[src/rtl/cache_refill_ctrl.sv]
// Line-refill engine: bursts one cache line from the bus into the data RAM.
// Optional macro CACHE_REFILL_CWF_EN selects critical-word-first beat order.
module cache_refill_ctrl #(
    parameter int datawidth   = 64,
    parameter int cache_depth = 2048,
    parameter int line_words  = 8,
    parameter int paddr_wid   = 32,
    localparam int cswidth    = datawidth / 8,
    localparam int addr_lsb   = $clog2(cswidth),
    localparam int addr_wid   = $clog2(cache_depth),
    localparam int lw_bits    = $clog2(line_words)
) (
    input  logic                         clk,
    input  logic                         rst_n,
    input  logic                         refill_req,
    input  logic [paddr_wid-1:0]         refill_addr,
    output logic                         refill_busy,
    output logic                         refill_done,
    output logic                         refill_err,
    output logic                         bus_req,
    output logic [paddr_wid-1:0]         bus_addr,
    input  logic                         bus_ack,
    input  logic                         bus_err,
    input  logic [datawidth-1:0]         bus_dat_i,
    output logic [addr_wid+addr_lsb-1:0] cache_waddr,
    output logic [datawidth-1:0]         cache_di,
    output logic                         cache_we,
    output logic [cswidth-1:0]           cache_bsel,
    output logic                         fwd_valid,
    output logic [datawidth-1:0]         fwd_data
);

    localparam int off_bits = lw_bits + addr_lsb;
    localparam int wa_wid   = addr_wid + addr_lsb;

    typedef enum logic [1:0] {
        IDLE,
        BURST,
        DONE,
        ERR
    } state_t;

    state_t state, state_nx;

    logic [paddr_wid-1:0] base;
    logic [lw_bits-1:0]   req_word;
    logic [lw_bits-1:0]   word;
    logic [lw_bits-1:0]   cnt;
    logic [lw_bits-1:0]   start_word;
    logic                 accept;
    logic                 last;

    assign accept = (state == BURST) && bus_ack && !bus_err;
    assign last   = accept && (cnt == lw_bits'(line_words - 1));

`ifdef CACHE_REFILL_CWF_EN
    assign start_word = refill_addr[off_bits-1:addr_lsb];
`else
    assign start_word = '0;
`endif

    // Base has its offset bits cleared, so the word offset can never carry upward.
    assign bus_addr   = base | (paddr_wid'(word) << addr_lsb);
    assign cache_bsel = {cswidth{cache_we}};

    always_ff @(posedge clk or negedge rst_n) begin
        if (!rst_n) begin
            state <= IDLE;
        end else begin
            state <= state_nx;
        end
    end

    always_comb begin
        state_nx    = state;
        refill_busy = 1'b1;
        refill_done = 1'b0;
        refill_err  = 1'b0;
        bus_req     = 1'b0;
        unique case (state)
            IDLE: begin
                refill_busy = 1'b0;
                if (refill_req) state_nx = BURST;
            end
            BURST: begin
                bus_req = 1'b1;
                if (bus_err) state_nx = ERR;
                else if (last) state_nx = DONE;
            end
            DONE: begin
                refill_done = 1'b1;
                state_nx    = IDLE;
            end
            ERR: begin
                refill_err = 1'b1;
                state_nx   = IDLE;
            end
            default: state_nx = IDLE;
        endcase
    end

    always_ff @(posedge clk or negedge rst_n) begin
        if (!rst_n) begin
            base        <= '0;
            req_word    <= '0;
            word        <= '0;
            cnt         <= '0;
            cache_we    <= 1'b0;
            cache_di    <= '0;
            cache_waddr <= '0;
            fwd_valid   <= 1'b0;
            fwd_data    <= '0;
        end else begin
            cache_we  <= accept;
            fwd_valid <= accept && (word == req_word);
            if (state == IDLE && refill_req) begin
                base     <= {refill_addr[paddr_wid-1:off_bits], {off_bits{1'b0}}};
                req_word <= refill_addr[off_bits-1:addr_lsb];
                word     <= start_word;
                cnt      <= '0;
            end
            if (accept) begin
                word        <= word + lw_bits'(1);
                cnt         <= cnt + lw_bits'(1);
                cache_di    <= bus_dat_i;
                cache_waddr <= bus_addr[wa_wid-1:0];
                if (word == req_word) fwd_data <= bus_dat_i;
            end
        end
    end

endmodule
[config.mk]
export PLATFORM = sky130hd
export DESIGN_NAME = cache_refill_ctrl
export DESIGN_NICKNAME = d
export VERILOG_FILES = /design/src/rtl/cache_refill_ctrl.sv
export SDC_FILE = /design/constraint.sdc
export NUM_CORES = 1
export LEC_CHECK = 0
export ABC_AREA = 1
export ABC_CLOCK_PERIOD_IN_PS = 2000
export BUFFER_PORTS_ARGS = -buffer_cell sky130_fd_sc_hd__buf_2
export CAP_MARGIN = 20
export CELL_PAD_IN_SITES_DETAIL_PLACEMENT = 2
export CELL_PAD_IN_SITES_GLOBAL_PLACEMENT = 2
export CORE_ASPECT_RATIO = 1.2
export CORE_MARGIN = 2
export CORE_UTILIZATION = 30
export CTS_BUF_LIST = sky130_fd_sc_hd__clkbuf_8
export DETAILED_ROUTE_END_ITERATION = 10
export PLACE_DENSITY = 0.88
export SETUP_SLACK_MARGIN = 0.3
export SYNTH_ARGS = -nofsm -noshare
export SYNTH_HDL_FRONTEND = slang
export SYNTH_SLANG_ARGS = --single-unit
[constraint.sdc]
create_clock -name clk -period 2 [get_ports clk]
set_input_delay 0.1 -clock clk [delete_from_list [all_inputs] [get_ports clk]]
set_output_delay 0.1 -clock clk [all_outputs]
set_load 0.05 [all_outputs]
Word-level counts from Yosys, hierarchy flattened

Index checks and enable logic that the tools add are counted.

Word-level logic and storage cells: 42
Register bits: 181

Add/subtract/negate cells: 2
Muxes and demuxes: 11
Equality and inequality tests: 7
Bitwise operators: 1
Reductions and logical operators: 11

Operators by type and width:

| kind                                                             | count |
|---|---|
| 32-bit by 6-bit OR with 32-bit output                            | 1 |
| 3-bit two-way mux                                                | 3 |
| 3-bit by 1-bit adder with 3-bit output (second input constant)   | 2 |
| 2-bit two-way mux                                                | 3 |
| 2-bit case mux with 3 select lines                               | 1 |
| 1-bit logical AND                                                | 5 |
| 2-bit == test (second input constant)                            | 2 |
| 1-bit two-way mux                                                | 4 |
| 2-bit AND reduction                                              | 2 |
| 3-bit == test                                                    | 1 |
| 3-bit == test (second input constant)                            | 1 |
| 3-bit != test (second input constant)                            | 1 |
| 2-bit by 1-bit == test with 1-bit output (second input constant) | 1 |
| 2-bit logical NOT                                                | 1 |
| 2-bit != test (second input constant)                            | 1 |
| 2-bit nonzero test                                               | 1 |
| 2-bit OR reduction                                               | 1 |
| 1-bit logical NOT                                                | 1 |

Longest topological paths before layout

Gate-level depths: netlist (run 1).

Depth in word-level cells: 7
Mapped depth: 9

Worst setup path after synthesis (run 1)

Ideal clock, no wire load.

Path kind: register to register
From: register word[2]
To: register fwd_data[14]
Buffers on the path: 2
Arrival time: 1.450 ns
Slack: 0.431 ns
Library setup time: 0.119 ns
Stages on the path, launching flop included: 10
Cell sequence: dfrtp_1 -> inv_1 -> nand2_1 -> nand2_1 -> nor2_2 -> nand2_1 -> buf_6 -> buf_6 -> nand2_1 -> nand2_1

Longest elaborated chain between the ends: 2

Ends and longest elaborated chain:

| what                                 | RTL line | source |
|---|---|---|
| start, declared                      | 47       | `logic [lw_bits-1:0] word;` |
| start signal, assigned               | 119      | `word <= start_word;` |
| start signal, assigned               | 123      | `word <= word + lw_bits'(1);` |
| 3-bit == test                        | 127      | `if (word == req_word) fwd_data <= bus_dat_i;` |
| 2-bit AND reduction (no source line) | n/a      |  |
| end signal, assigned                 | 127      |  |
| end, declared                        | 30       | `output logic [datawidth-1:0] fwd_data` |

Every way passes these cells.
A chain may end at the register's enable or synchronous reset.

Final worst setup path (run 1)

From: register state[1]
To: output refill_busy

Longest elaborated chain between the ends: 2

Ends and longest elaborated chain:

| what                   | RTL line | source |
|---|---|---|
| start, declared        | 43       | `state_t state, state_nx;` |
| start signal, assigned | 70       | `state <= state_nx;` |
| 2-bit logical NOT      | 80       | `unique case (state)` |
| 1-bit two-way mux      | 80       |  |
| end, declared          | 17       | `output logic refill_busy,` |

Every way passes these cells.

==> results of run 1 <==
-- cells in the mapped netlist (all sizes together) --
library cell	instances
buf	47
o21bai	1
nor3	1
clkbuf	12
conb	1
o22ai	1
nor2	21
o21ai	12
dfrtp	178
nand3	84
nand2	387
xnor2	1
inv	21
ha	3
a21oi	13
-- area by class of cell --
| cell class | instances | area [um2] | area share |
|---|---|---|---|
| repair buffers | 391 | 2570 | 0.254 |
| clock buffers | 19 | 262 | 0.0259 |
| diodes | 2 | 5.00 | 0.000495 |
| multi-input cells | 530 | 2200 | 0.218 |
| well taps | 315 | 394 | 0.0390 |
| inverters | 21 | 78.8 | 0.00780 |
| flip-flops and latches | 178 | 4460 | 0.441 |
| clock inverters | 13 | 145 | 0.0144 |
-- registers in the layout, indices dropped and copies added, names as in the netlist --
signal,count
fwd_valid,1
cache_waddr,11
word,3
base,26
cnt,3
state,2
cache_di,64
req_word,3
fwd_data,64
cache_we,1
-- worst max-delay path, cell delays in order (launching register included) --
cell and delay, ns:
dfrtp_2 0.47, nor2_2 0.17, buf_6 0.13, inv_1 0.04, buf_2 0.20
-- worst paths after layout --
kind / startpoint / endpoint / slack, ns / cells past startpoint
min in group clk: refill_req / base[22] / 0.08 / 3
setup reg to reg: state[0] / fwd_data[59] / 0.45 / 8
hold / removal: rst_n / cache_di[0] / 0.05 / 2
setup / recovery: state[1] / refill_busy / 0.42 / 4
max in group asynchronous: rst_n / cache_di[36] / 1.21 / 3
hold reg to reg: fwd_data[29] / fwd_data[29] / 0.47 / 2
-- cell families after synthesis --
logic type	after synthesis	synth area share
AND/OR/NAND/NOR	493	0.279
XOR/XNOR	1	0.00124
other	1	0.000531
flip-flops	178	0.631
adder cells (fa/ha/maj)	3	0.00531
AO/OA/AOI/OAI	27	0.0197
buffers and inverters	80	0.0632
-- power breakdown --
| group | total, mW | switching [mW] | leakage [nW] | internal [mW] |
|---|---|---|---|---|
| Combinational | 10.9 | 8.67 | 3.32 | 2.19 |
| Clock | 2.64 | 1.36 | 0.209 | 1.28 |
| Sequential | 6.16 | 1.00 | 2.26 | 5.16 |
| Total | 19.7 | 11.0 | 5.79 | 8.64 |
-- stage by stage --
| step | hold WS, ns | power, mW | util |
|---|---|---|---|
| 6_report | 0.0530 | 19.7 | 0.437 |
| 4_1_cts | 0.0325 | 19.5 | 0.437 |
| 5_1_grt | 0.0410 | 20.7 | 0.437 |
| 2_1_floorplan | -0.196 | 13.6 | - |
| 3_5_place_dp | -0.0192 | 16.7 | 0.377 |
| 3_3_place_gp | -0.0200 | 16.2 | 0.377 |
-- layer usage --
layer	wire length [um]	vias to the layer above
li1	-	3122
met4	1110	0
met5	0	-
met1	10800	3476
met2	16000	220
met3	1500	70
-- timing repair --
item                                   CTS  global route
setup endpoints to repair                1             2
resized for setup                        3             2
gates cloned                             0             0
endpoints found under the hold margin  337             0
setup buffers                            1             0
hold buffers                            96             0
==> impl_metrics.json, run 1 <==
{
  "dp_cells": 1338,
  "synthDistinctLibCells": 22,
  "dp_hpwl_um": 17200,
  "vias": 6888,
  "startpoint_type": "flop",
  "timing.final.crit_share": 0.790,
  "yosysWarnings": 0,
  "grt_max_degree": 74,
  "crit_type": "flop to output port",
  "top_usage_layer": "met2",
  "ys_top_cells_by_area": "dfrtp_1 (63%), nand2_1 (21%), nand3_1 (6.0%)",
  "clockBufferDepth": 2,
  "crit_required_ns": 1.90,
  "fin_crit_ns": 1.58,
  "arrival_ns": 1.48,
  "crit_path_max_fanout": 5,
  "fp.dieH_um": 172,
  "endpoint_kind": "output port",
  "antenna_found_initial": 1,
  "fp.dieArea_mm2": 0.0248,
  "post-place-ws_ns": 0.475,
  "grtUsageMet2": 0.448,
  "grt_pass1_wl_um": 45300,
  "gr-total-overflow": 0,
  "skew_ns": 0.0208,
  "drtIter0Drc": 182,
  "cts-root-buf": "clkbuf_8",
  "start_util": 0.305,
  "wl_um": 29300,
  "yosys.area.top_type": "dfrtp_1",
  "powerDensity_mw_per_mm2": 1950,
  "gp_congestion": 0.757,
  "final_common_cell": "nand2_1",
  "io_pins": 289,
  "stdcell_count": 1469,
  "grt_usage": 0.240,
  "setup_viol": 0,
  "met1_usage": 0.256,
  "drc": 0,
  "syn-mean-instance-area_um2": 9.02,
  "met3_usage": 0.0582,
  "clkSlewWorstSetupHoldPaths_ns": 0.10,
  "max_freq_mhz": 633,
  "placed_area_mm2": 0.00871,
  "max-cap-violations": 0,
  "ant_nets": 0,
  "cts_tree": "done",
  "hold_class": "input port to async pin",
  "design_area_mm2": 0.0101,
  "nets": 1243,
  "io_buffers": 279,
  "wire_per_inst_um": 20.0,
  "core_area_mm2": 0.0231,
  "slew_violations": 0,
  "clk_latency_ns": 0.47,
  "synth-seq-cells": 178,
  "synthCells": 783,
  "layout_common_cells": "nand2_1 (385), buf_2 (278), dfrtp_1 (177)",
  "status": "finished clean",
  "setup_slack_ns": 0.419,
  "via_per_inst": 4.69,
  "cts.sink_count": 178,
  "ir_drop_uv": 875,
  "cts_made_buffers": 17,
  "rsz0062_at_grt": "false",
  "synth_area_mm2": 0.00706,
  "fill_cells": 2570,
  "die_w_um": 144,
  "drive_above_1_share": 0.288,
  "fp-row-count": 61,
  "ys_seq_area_frac": 0.631,
  "grt_pass1_vias": 7925,
  "setup_tns_ns": 0,
  "p_leak_nw": 5.79,
  "h-tree-depth": 4,
  "areaGrowthSynthToFinish_pct": 43.1,
  "hold_viol_final": 0,
  "synth_top_area_share": 0.631,
  "first_pass_iters": 4
}
Note: power is estimated with default switching activity, not from simulation.
==> inputs of run 2 (changes only) <==
Settings changed: ABC_CLOCK_PERIOD_IN_PS 2000 to 1300, CORE_UTILIZATION 30 to 25, PLACE_DENSITY 0.88 to 0.79.
Clock period 2 ns to 1.3 ns, I/O delays scaled along.
==> run 2 against run 1 <==
Effect of this change: the run now ends with negative setup slack left; worst setup slack got worse by 0.70 ns; cell area increased by 36%; clock-buffer cell count did not move; sequential share of layout area is 12 points lower; clock power grew 55%; via count grew 15%; worst hold slack improved by 0.042 ns; cell count rose by 14%; register-to-register slack worse by 0.73 ns; die area is 19% higher; first-iteration DRC count up 43%; sequential power up 69%; critical endpoint is now fwd_data[30]; highest routed layer unchanged.
==> impl_metrics.json, run 2 (synthesis gave the netlist of run 1 again) <==
{
  "clockBufferDepth": 2,
  "timing.final.crit_share": 1.22,
  "grt_pass1_wl_um": 53600,
  "worst_slew_pin_slew_ns": 0.534,
  "core_area_mm2": 0.0278,
  "arrival_ns": 1.94,
  "cts.sink_count": 178,
  "largestRegisters": "cache_di: 64 flops, fwd_data: 64 flops, base: 26 flops",
  "grt_usage": 0.244,
  "nets": 1380,
  "gp_congestion": 0.747,
  "vias": 7894,
  "final_common_cell": "nand2_1",
  "hold_class": "input port to async pin",
  "first_pass_iters": 4,
  "io_pins": 289,
  "drive_above_1_share": 0.469,
  "startpoint_type": "flop",
  "start_util": 0.254,
  "cts-root-buf": "clkbuf_8",
  "utilization": 0.494,
  "skew_ns": 0.0269,
  "cts_tree": "done",
  "violations": "negative setup slack",
  "crit_type": "flop to flop",
  "fp-row-count": 67,
  "drtIter0Drc": 260,
  "max-cap-violations": 0,
  "p_leak_nw": 7.11,
  "hold_viol_final": 0,
  "setup_viol": 183,
  "drc": 0,
  "status": "finished with violations",
  "die_w_um": 157,
  "slew_violations": 0,
  "via_per_inst": 4.73,
  "grt_max_degree": 46,
  "endpoint_kind": "flop",
  "crit_required_ns": 1.66,
  "powerDensity_mw_per_mm2": 2860,
  "dp_hpwl_um": 18300,
  "wire_per_inst_um": 25.8,
  "h-tree-depth": 4,
  "fp.dieH_um": 188,
  "io_buffers": 279,
  "grt_pass1_vias": 8639,
  "fill_cells": 2851,
  "setup_slack_ns": -0.280,
  "layout_common_cells": "nand2_1 (278), buf_6 (175), dfrtp_1 (172)",
  "slew_headroom": 0.644,
  "crit_path_max_fanout": 6,
  "power_mw": 39.3,
  "fp.dieArea_mm2": 0.0296,
  "wl_um": 43000,
  "rsz0062_at_grt": "true",
  "gr-total-overflow": 0,
  "reg2reg_slack_ns": -0.28,
  "clk_latency_ns": 0.49,
  "ir_drop_uv": 1240,
  "max_freq_mhz": 633,
  "ant_nets": 0,
  "clkSlewWorstSetupHoldPaths_ns": 0.11,
  "areaGrowthSynthToFinish_pct": 94.7,
  "cts_made_buffers": 17,
  "antenna_found_initial": 2,
  "fin_crit_ns": 1.58
}
==> run 2: where the power goes <==
group / switching, mW / internal [mW]
combinational: 15.5 / 9.30
clock: 2.44 / 1.66
sequential: 2.41 / 7.95
total: 20.4 / 18.9
==> run 2: worst max-delay path, cell delays in order (launching register included) <==
cell and delay, ns:
dfrtp_1 0.40, inv_2 0.07, nor2_4 0.14, nand2_4 0.09
nor2_4 0.14, buf_12 0.15, nand2_8 0.10, clkbuf_16 0.19
nand2_1 0.09, nand2_1 0.08
==> run 2: what timing repair did <==
| item | in CTS | in global routing |
|---|---|---|
| setup endpoints to repair | 360 | 360 |
| hold buffers | 96 | 0 |
| pin swaps | 17 | 12 |
| setup buffers | 41 | 50 |
| hold endpoints to repair | 337 | 0 |
| gates resized for setup | 329 | 345 |
| cloned | 18 | 11 |
==> run 2: routing by layer <==
layer,GRT usage,part of all wire,up-vias
met3,0.0612,0.053,106
met1,0.259,0.35,4056
li1,-,-,3414
met2,0.457,0.55,318
met5,0,0,-
met4,0.0937,0.043,0
==> run 2: layout make-up <==
type | count | area (um2) | area share
diodes | 1 | 2.50 | 0.000182
flip-flops and latches | 178 | 4460 | 0.324
clock buffers | 19 | 262 | 0.0190
multi-input cells | 532 | 2760 | 0.201
well taps | 379 | 474 | 0.0345
clock inverters | 13 | 124 | 0.00901
repair buffers | 526 | 5570 | 0.405
inverters | 21 | 96.3 | 0.00701
==> run 2: path summary, 6_finish.rpt <==
check | startpoint | end | cells after the start
min in group clk | refill_req | base[30] | 3
hold / removal | rst_n | cache_di[48] | 2
setup / recovery | state[0] | fwd_data[30] | 9
hold reg to reg | fwd_data[5] | fwd_data[5] | 2
max in group asynchronous | rst_n | cache_di[55] | 3
setup reg to reg | state[0] | fwd_data[30] | 9
==> run 2: through the flow <==
stage                     TNS, ns  setup slack [ns]  cells  hold slack [ns]  cell area, um2
after CTS                  -18.30            -0.191   1607           0.0565           12300
final                      -26.98            -0.280   1669           0.0953           13800
after detailed placement    -7.29           -0.0963   1420           0.0276            9050
after global routing       -35.81            -0.323   1669           0.0912           13800
after global placement      -1.88           -0.0358   1420           0.0339            9050
after floorplan            -17.99            -0.246    788           -0.231            7190
